<file path="src/rtl/_lcm_stage_if.sv">
// ---------------------------------------------------------------------------
// _lcm_stage_if
//   Operand / result bundle between the GCD engine, the LCM stage and the
//   result sink.
//   Signals:
//     _num0, _num1   operand pair (WIDTH)
//     _greatest      GCD of the pair from the GCD engine (WIDTH)
//     _gcd_valid     strobe: operands and GCD are valid this cycle
//     _busy          LCM stage is working on a job
//     _done          one-cycle completion pulse
//     _lcm           2*WIDTH-bit result, held until the next completion
//     _div_zero      completion was for a zero GCD
//     _bad_gcd       (LCM_REM_CHECK_EN only) GCD did not divide _num0
//   Modports:
//     master  drives operands/strobe, observes results
//     slave   the LCM stage itself
//   Optional feature macro: LCM_REM_CHECK_EN
// ---------------------------------------------------------------------------
interface _lcm_stage_if #(
  parameter int WIDTH = 8
);
  logic [WIDTH-1:0]   _num0;
  logic [WIDTH-1:0]   _num1;
  logic [WIDTH-1:0]   _greatest;
  logic               _gcd_valid;
  logic               _busy;
  logic               _done;
  logic [2*WIDTH-1:0] _lcm;
  logic               _div_zero;
`ifdef LCM_REM_CHECK_EN
  logic               _bad_gcd;
`endif

  modport master (
`ifdef LCM_REM_CHECK_EN
    input  _bad_gcd,
`endif
    output _num0, _num1, _greatest, _gcd_valid,
    input  _busy, _done, _lcm, _div_zero
  );

  modport slave (
`ifdef LCM_REM_CHECK_EN
    output _bad_gcd,
`endif
    input  _num0, _num1, _greatest, _gcd_valid,
    output _busy, _done, _lcm, _div_zero
  );
endinterface

</file>
<file path="src/rtl/_lcm_stage.sv">
// ---------------------------------------------------------------------------
// _lcm_stage
//   Consumer of the GCD engine. On _gcd_valid (sampled only while idle) it
//   captures num0/num1/gcd and computes LCM = floor(num0 / gcd) * num1 with a
//   bit-serial restoring divide (WIDTH edges) followed by a bit-serial
//   shift-add multiply. The result is presented with a one-cycle _done pulse.
//   Ports:
//     _clock   clock, all state changes on the rising edge
//     _reset   synchronous active-high reset, aborts any job in flight
//     bus      _lcm_stage_if.slave (operands in, results out)
//   Optional feature macro: LCM_REM_CHECK_EN
//     When defined, _bad_gcd reports a non-zero final division remainder
//     alongside _done. Cycle timing is the same in both builds.
//   Timing: capture edge E0, _done high in the cycle after E(2*WIDTH+1),
//   back in IDLE after E(2*WIDTH+2). A zero GCD completes after E1.
// ---------------------------------------------------------------------------
module _lcm_stage #(
  parameter int WIDTH = 8
) (
  input  logic         _clock,
  input  logic         _reset,
  _lcm_stage_if.slave  bus
);

  localparam int CW = $clog2(WIDTH + 1);
  localparam logic [CW-1:0] LAST_BIT  = CW'(WIDTH - 1);
  localparam logic [CW-1:0] MUL_FINAL = CW'(WIDTH);

  typedef enum logic [1:0] {S_IDLE, S_DIV, S_MUL, S_DONE} state_t;

  state_t             state_q, state_d;
  logic [WIDTH-1:0]   a_q, a_d;       // dividend, shifted out MSB first
  logic [WIDTH-1:0]   b_q, b_d;
  logic [WIDTH-1:0]   g_q, g_d;
  logic [WIDTH-1:0]   rem_q, rem_d;
  logic [WIDTH-1:0]   quo_q, quo_d;   // quotient, consumed MSB first by MUL
  logic [2*WIDTH-1:0] acc_q, acc_d;
  logic [2*WIDTH-1:0] lcm_q, lcm_d;
  logic [CW-1:0]      cnt_q, cnt_d;
  logic               busy_q, busy_d;
  logic               done_q, done_d;
  logic               dz_q, dz_d;
`ifdef LCM_REM_CHECK_EN
  logic               bad_q, bad_d;
`endif

  logic [WIDTH:0]     rem_ext;
  logic [WIDTH-1:0]   rem_sub;
  logic               rem_ge;

  always_comb begin
    state_d = state_q;
    a_d     = a_q;
    b_d     = b_q;
    g_d     = g_q;
    rem_d   = rem_q;
    quo_d   = quo_q;
    acc_d   = acc_q;
    lcm_d   = lcm_q;
    cnt_d   = cnt_q;
    busy_d  = busy_q;
    done_d  = done_q;
    dz_d    = dz_q;
`ifdef LCM_REM_CHECK_EN
    bad_d   = bad_q;
`endif

    // When rem_ext >= g the difference is below g, so WIDTH bits hold it.
    rem_ext = {rem_q, a_q[WIDTH-1]};
    rem_ge  = (rem_ext >= {1'b0, g_q});
    rem_sub = rem_ext[WIDTH-1:0] - g_q;

    case (state_q)
      S_IDLE: begin
        if (bus._gcd_valid) begin
          a_d     = bus._num0;
          b_d     = bus._num1;
          g_d     = bus._greatest;
          rem_d   = '0;
          quo_d   = '0;
          acc_d   = '0;
          cnt_d   = '0;
          busy_d  = 1'b1;
          state_d = S_DIV;
        end
      end

      S_DIV: begin
        if (g_q == '0) begin
          // Zero divisor is rejected on the first DIV edge, which keeps
          // its completion one edge after capture like the normal path.
          lcm_d   = '0;
          dz_d    = 1'b1;
          done_d  = 1'b1;
`ifdef LCM_REM_CHECK_EN
          bad_d   = 1'b0;
`endif
          state_d = S_DONE;
        end else begin
          rem_d = rem_ge ? rem_sub : rem_ext[WIDTH-1:0];
          quo_d = {quo_q[WIDTH-2:0], rem_ge};
          a_d   = a_q << 1;
          cnt_d = cnt_q + CW'(1);
          if (cnt_q == LAST_BIT) begin
            cnt_d   = '0;
            state_d = S_MUL;
          end
        end
      end

      S_MUL: begin
        if (cnt_q == MUL_FINAL) begin
          // Extra edge after the last partial product moves the
          // accumulator into the held output register.
          lcm_d   = acc_q;
          done_d  = 1'b1;
`ifdef LCM_REM_CHECK_EN
          bad_d   = (rem_q != '0);
`endif
          state_d = S_DONE;
        end else begin
          acc_d = (acc_q << 1) + (quo_q[WIDTH-1] ? {{WIDTH{1'b0}}, b_q} : '0);
          quo_d = quo_q << 1;
          cnt_d = cnt_q + CW'(1);
        end
      end

      S_DONE: begin
        done_d  = 1'b0;
        dz_d    = 1'b0;
`ifdef LCM_REM_CHECK_EN
        bad_d   = 1'b0;
`endif
        busy_d  = 1'b0;
        state_d = S_IDLE;
      end

      default: begin
        state_d = S_IDLE;
        busy_d  = 1'b0;
        done_d  = 1'b0;
        dz_d    = 1'b0;
      end
    endcase
  end

  always_ff @(posedge _clock) begin
    if (_reset) begin
      state_q <= S_IDLE;
      a_q     <= '0;
      b_q     <= '0;
      g_q     <= '0;
      rem_q   <= '0;
      quo_q   <= '0;
      acc_q   <= '0;
      lcm_q   <= '0;
      cnt_q   <= '0;
      busy_q  <= 1'b0;
      done_q  <= 1'b0;
      dz_q    <= 1'b0;
`ifdef LCM_REM_CHECK_EN
      bad_q   <= 1'b0;
`endif
    end else begin
      state_q <= state_d;
      a_q     <= a_d;
      b_q     <= b_d;
      g_q     <= g_d;
      rem_q   <= rem_d;
      quo_q   <= quo_d;
      acc_q   <= acc_d;
      lcm_q   <= lcm_d;
      cnt_q   <= cnt_d;
      busy_q  <= busy_d;
      done_q  <= done_d;
      dz_q    <= dz_d;
`ifdef LCM_REM_CHECK_EN
      bad_q   <= bad_d;
`endif
    end
  end

  assign bus._busy     = busy_q;
  assign bus._done     = done_q;
  assign bus._lcm      = lcm_q;
  assign bus._div_zero = dz_q;
`ifdef LCM_REM_CHECK_EN
  assign bus._bad_gcd  = bad_q;
`endif

endmodule
</file>
<file path="src/flat_wrapper.sv">
// flat-port wrapper written by rule: the top's interface ports become plain ports
module _lcm_stage_flat 
#(
  parameter int WIDTH = 8
)
  (_clock, _reset, bus__num0, bus__num1, bus__greatest, bus__gcd_valid, bus__busy, bus__done, bus__lcm, bus__div_zero);
  _lcm_stage_if #(.WIDTH(WIDTH)) bus_i ();
  input  logic _clock;
  input  logic _reset;
  input wire logic [$bits(bus_i._num0)-1:0] bus__num0;
  input wire logic [$bits(bus_i._num1)-1:0] bus__num1;
  input wire logic [$bits(bus_i._greatest)-1:0] bus__greatest;
  input wire logic [$bits(bus_i._gcd_valid)-1:0] bus__gcd_valid;
  output wire logic [$bits(bus_i._busy)-1:0] bus__busy;
  output wire logic [$bits(bus_i._done)-1:0] bus__done;
  output wire logic [$bits(bus_i._lcm)-1:0] bus__lcm;
  output wire logic [$bits(bus_i._div_zero)-1:0] bus__div_zero;
  assign bus_i._num0 = bus__num0;
  assign bus_i._num1 = bus__num1;
  assign bus_i._greatest = bus__greatest;
  assign bus_i._gcd_valid = bus__gcd_valid;
  assign bus__busy = bus_i._busy;
  assign bus__done = bus_i._done;
  assign bus__lcm = bus_i._lcm;
  assign bus__div_zero = bus_i._div_zero;
  _lcm_stage #(.WIDTH(WIDTH)) u_core (._clock(_clock), ._reset(_reset), .bus(bus_i));
endmodule
</file>
<file path="config.mk">
export PLATFORM = sky130hd
export DESIGN_NAME = _lcm_stage_flat
export DESIGN_NICKNAME = d
export VERILOG_FILES = /design/src/rtl/_lcm_stage_if.sv /design/src/rtl/_lcm_stage.sv /design/src/flat_wrapper.sv
export SDC_FILE = /design/constraint.sdc
export NUM_CORES = 1
export LEC_CHECK = 0
export BUFFER_PORTS_ARGS = -buffer_cell sky130_fd_sc_hd__buf_2
export CAP_MARGIN = 20
export CORE_AREA = 5 5 134 136
export CTS_CLUSTER_SIZE = 10
export DETAILED_ROUTE_END_ITERATION = 12
export DIE_AREA = 0 0 139 141
export PLACE_DENSITY = 0.4
export SKIP_LAST_GASP = 1
export SYNTH_ARGS = -nofsm -noshare
export SYNTH_HDL_FRONTEND = slang
export SYNTH_SLANG_ARGS = --single-unit
</file>
<file path="constraint.sdc">
create_clock -name _clock -period 2.39 [get_ports _clock]
set_clock_uncertainty 0.05 [all_clocks]
set_input_delay 0.3585 -clock _clock [delete_from_list [all_inputs] [get_ports _clock]]
set_output_delay 0.3585 -clock _clock [all_outputs]
set_load 0.02 [all_outputs]
</file>
==> results.toml <==
[timing]
timing.final.crit_share_pct = 91.72
fin_setup_tns_ns = 0
fmax_mhz = 456.2
final_hold_viol_count = 0
fin_max_slew_vios = 0
layout_min_cycle_time_ns = 2.192
max_slew.worst_pin.slew_ns = 0.6583
slew_headroom_pct = 56.02
final-setup-viol-count = 0

[place]
gp_congestion = 0.8034
dp.final_hpwl_um = 7849
port_buffers = 45

[detailed_routing]
vias_per_cell = 4.570
vias = 3482
post_drt_wl_per_cell_um = 13.93
drc = 0
ant_nets = 0
first_iter_violations = 151
wl_um = 10620
drt_first_pass_iters = 4

[power]
peakVddDrop_mv = 0.3714
power.static_leakage_uw = 0.001974
p_total_uw = 5063
power_density_nw_per_um2 = 1043

[min_path]
hold_path_class = "primary input to flop"

[synthesis]
synth_top_area_cell = "sky130_fd_sc_hd__dfxtp_1"
yosys_warn_count = 0
yosysUniqueCellTypes = 54
syn-mean-instance-area_um2 = 8.374
synthesis.area_um2 = 4061
synthesis.nets = 535
synthArstFlopShare_pct = 0
ys_top_cells_by_area = "sky130_fd_sc_hd__dfxtp_1, sky130_fd_sc_hd__ha_1, sky130_fd_sc_hd__nand2_1"
synthesized_flop_and_latch_total = 81
yosysTopAreaCellShare_pct = 39.93
synth_enable_flop_cells = 0
synth-main-ff-cell = "sky130_fd_sc_hd__dfxtp_1"
synth-seq-area-share_pct = 39.93
syn-instance-count = 485

[worst_setup_path]
required_ns = 2.56
timing.critical_path.to_type = "flop"
timing_worst_setup_path_type = "flop to flop"
worst-endpoint-arrival_ns = 2.36
worst_setup_path_start_kind = "flop"
worst-path-max-fanout = 9

[grt]
grt_pass1_wl_um = 18110
first_global_vias = 3487
global_route.overflow_total = 0
globalRouteTotalUtil_pct = 11.36
pin_count_of_the_biggest_net_entering_global_routing = 25
antenna_found_initial = 0

[cells_and_area]
area_delta_synth_final_pct = 19.47
final_layout_size_suffix_gt1_share_pct = 16.20
layout_common_cells = "sky130_fd_sc_hd__dfxtp_1, sky130_fd_sc_hd__nand2_1, sky130_fd_sc_hd__a21oi_1"
count_of_nets_after_finishing = 582
final_common_cell = "sky130_fd_sc_hd__dfxtp_1"
antenna_cells_inserted = 0

[clock_tree]
cts_tree = "built"
clock_sinks = 81
clock-root-buffer = "sky130_fd_sc_hd__clkbuf_16"
worst_setup_hold_path_clk_slew_ns = 0.06
max-clock-path-buffers = 2
clk_latency_ns = 0.34
number_of_levels_in_the_clock_h_tree = 3
cts.repair_timing.setup_buffer_count = 0
cts_inserted_buffers = 9

[floorplan]
rows = 48
design.die.area_um2 = 19600
die_height_um = 141
fp.coreArea_um2 = 16820
initial_utilization_pct = 24.15
dieWidth_um = 139
boundaryPins = 46

[run_status]
outcome = "finished clean"

[job]
max-cap-violations = 0
path summary, 6_finish.rpt:
| kind | start | cells past startpoint | end | slack (ns) |
|---|---|---|---|---|
| setup / recovery | u_core.quo_q[7]$_SDFFE_PP0P_ | 9 | u_core.acc_q[13]$_SDFFE_PP0P_ | 0.20 |
| hold / removal | bus__greatest[0] | 3 | u_core.g_q[0]$_SDFFE_PP0P_ | 0.20 |
| setup reg to reg | u_core.quo_q[7]$_SDFFE_PP0P_ | 9 | u_core.acc_q[13]$_SDFFE_PP0P_ | 0.20 |
| hold reg to reg | u_core.quo_q[3]$_SDFFE_PP0P_ | 2 | u_core.quo_q[3]$_SDFFE_PP0P_ | 0.40 |
what timing repair did:
item	4_1_cts	5_1_grt
hold buffers	0	0
endpoints found under the setup margin	0	7
gates resized for setup	0	4
logic make-up (layout without fill, tap and decap cells):
kind of cell	Yosys count	after routing	share of synthesized area (%)
muxes	10	10	2.465
xor gates and xnor gates	16	16	3.450
buffers and inverters	43	95	4.590
DFF	81	81	39.93
and+or+nand+nor	180	180	21.04
adders and majority gates	23	23	7.455
AOI/OAI and AO/OA	132	132	21.07
report_power, final:
group / leakage [uW] / switching, uW / total [uW] / internal [uW]
Sequential: 0.000658 / 120 / 1640 / 1520
Clock: 0.000142 / 575 / 1300 / 725
Combinational: 0.00117 / 1320 / 2120 / 801
Total: 0.00197 / 2020 / 5060 / 3050
sequential cells by signal, summed over array words and instances (netlist names):
| name | cells |
|---|---|
| u_core.bus._div_zero | 1 |
| u_core.g_q | 8 |
| u_core.bus._done | 1 |
| u_core.bus._lcm | 16 |
| u_core.state_q | 2 |
| u_core.acc_q | 16 |
| u_core.b_q | 8 |
| u_core.a_q | 8 |
| u_core.bus._busy | 1 |
| u_core.quo_q | 8 |
| u_core.cnt_q | 4 |
| u_core.rem_q | 8 |
cells in the mapped netlist (all sizes together), types with 3 or more instances:
master	instances
xor2	10
nand2b	4
o21a	4
clkbuf	12
and3	4
nand2	68
o21ai	28
nand3	14
a221o	3
inv	20
a211oi	9
dfxtp	81
mux2i	10
xnor2	6
a21oi	49
ha	21
a21o	4
nand4	3
nor2	49
buf	11
and2	9
nor2b	8
nor3	11
a22oi	21
layout make-up:
cell class	instances	area [um^2]
clock buffer	10	239.0
clock inverter	6	33.78
fill	1820	11960
inverter	20	75.07
multi-input combinational	361	2271
sequential	81	1622
tap	225	281.5
timing repair buffer	59	330.3
metal layers:
layer	global-route usage (%)	up-vias	wire [um]
met2	17.57	49	4638
met5	0	-	0
li1	-	1791	-
met4	3.553	0	165
met3	3.053	12	340
met1	15.50	1630	5470
critical path, cell delays in order, from the launching register on:
cell	delay [ns]
sky130_fd_sc_hd__dfxtp_1	0.37
sky130_fd_sc_hd__and2_1	0.17
sky130_fd_sc_hd__ha_1	0.20
sky130_fd_sc_hd__fa_1	0.44
sky130_fd_sc_hd__a211oi_2	0.23
sky130_fd_sc_hd__o21a_1	0.20
sky130_fd_sc_hd__nor3_4	0.06
sky130_fd_sc_hd__nand4_1	0.12
sky130_fd_sc_hd__xor2_1	0.15
sky130_fd_sc_hd__o21ai_0	0.08
stage by stage:
step                      hold WS, ns  setup WS (ns)  area, um^2  utilization, %  instances
after global placement         0.3881         0.1331        4562           27.13        746
after floorplan                0.3755         0.3223        4061               -        485
after CTS                      0.1878        0.03899        4835           28.75        762
after detailed placement       0.3955        0.03668        4562           27.13        746
after global routing           0.1976     -0.0007452        4852           28.85        762
final                          0.2011         0.1978        4852           28.85        762
No activity file was read; power rests on OpenSTA's default activity.
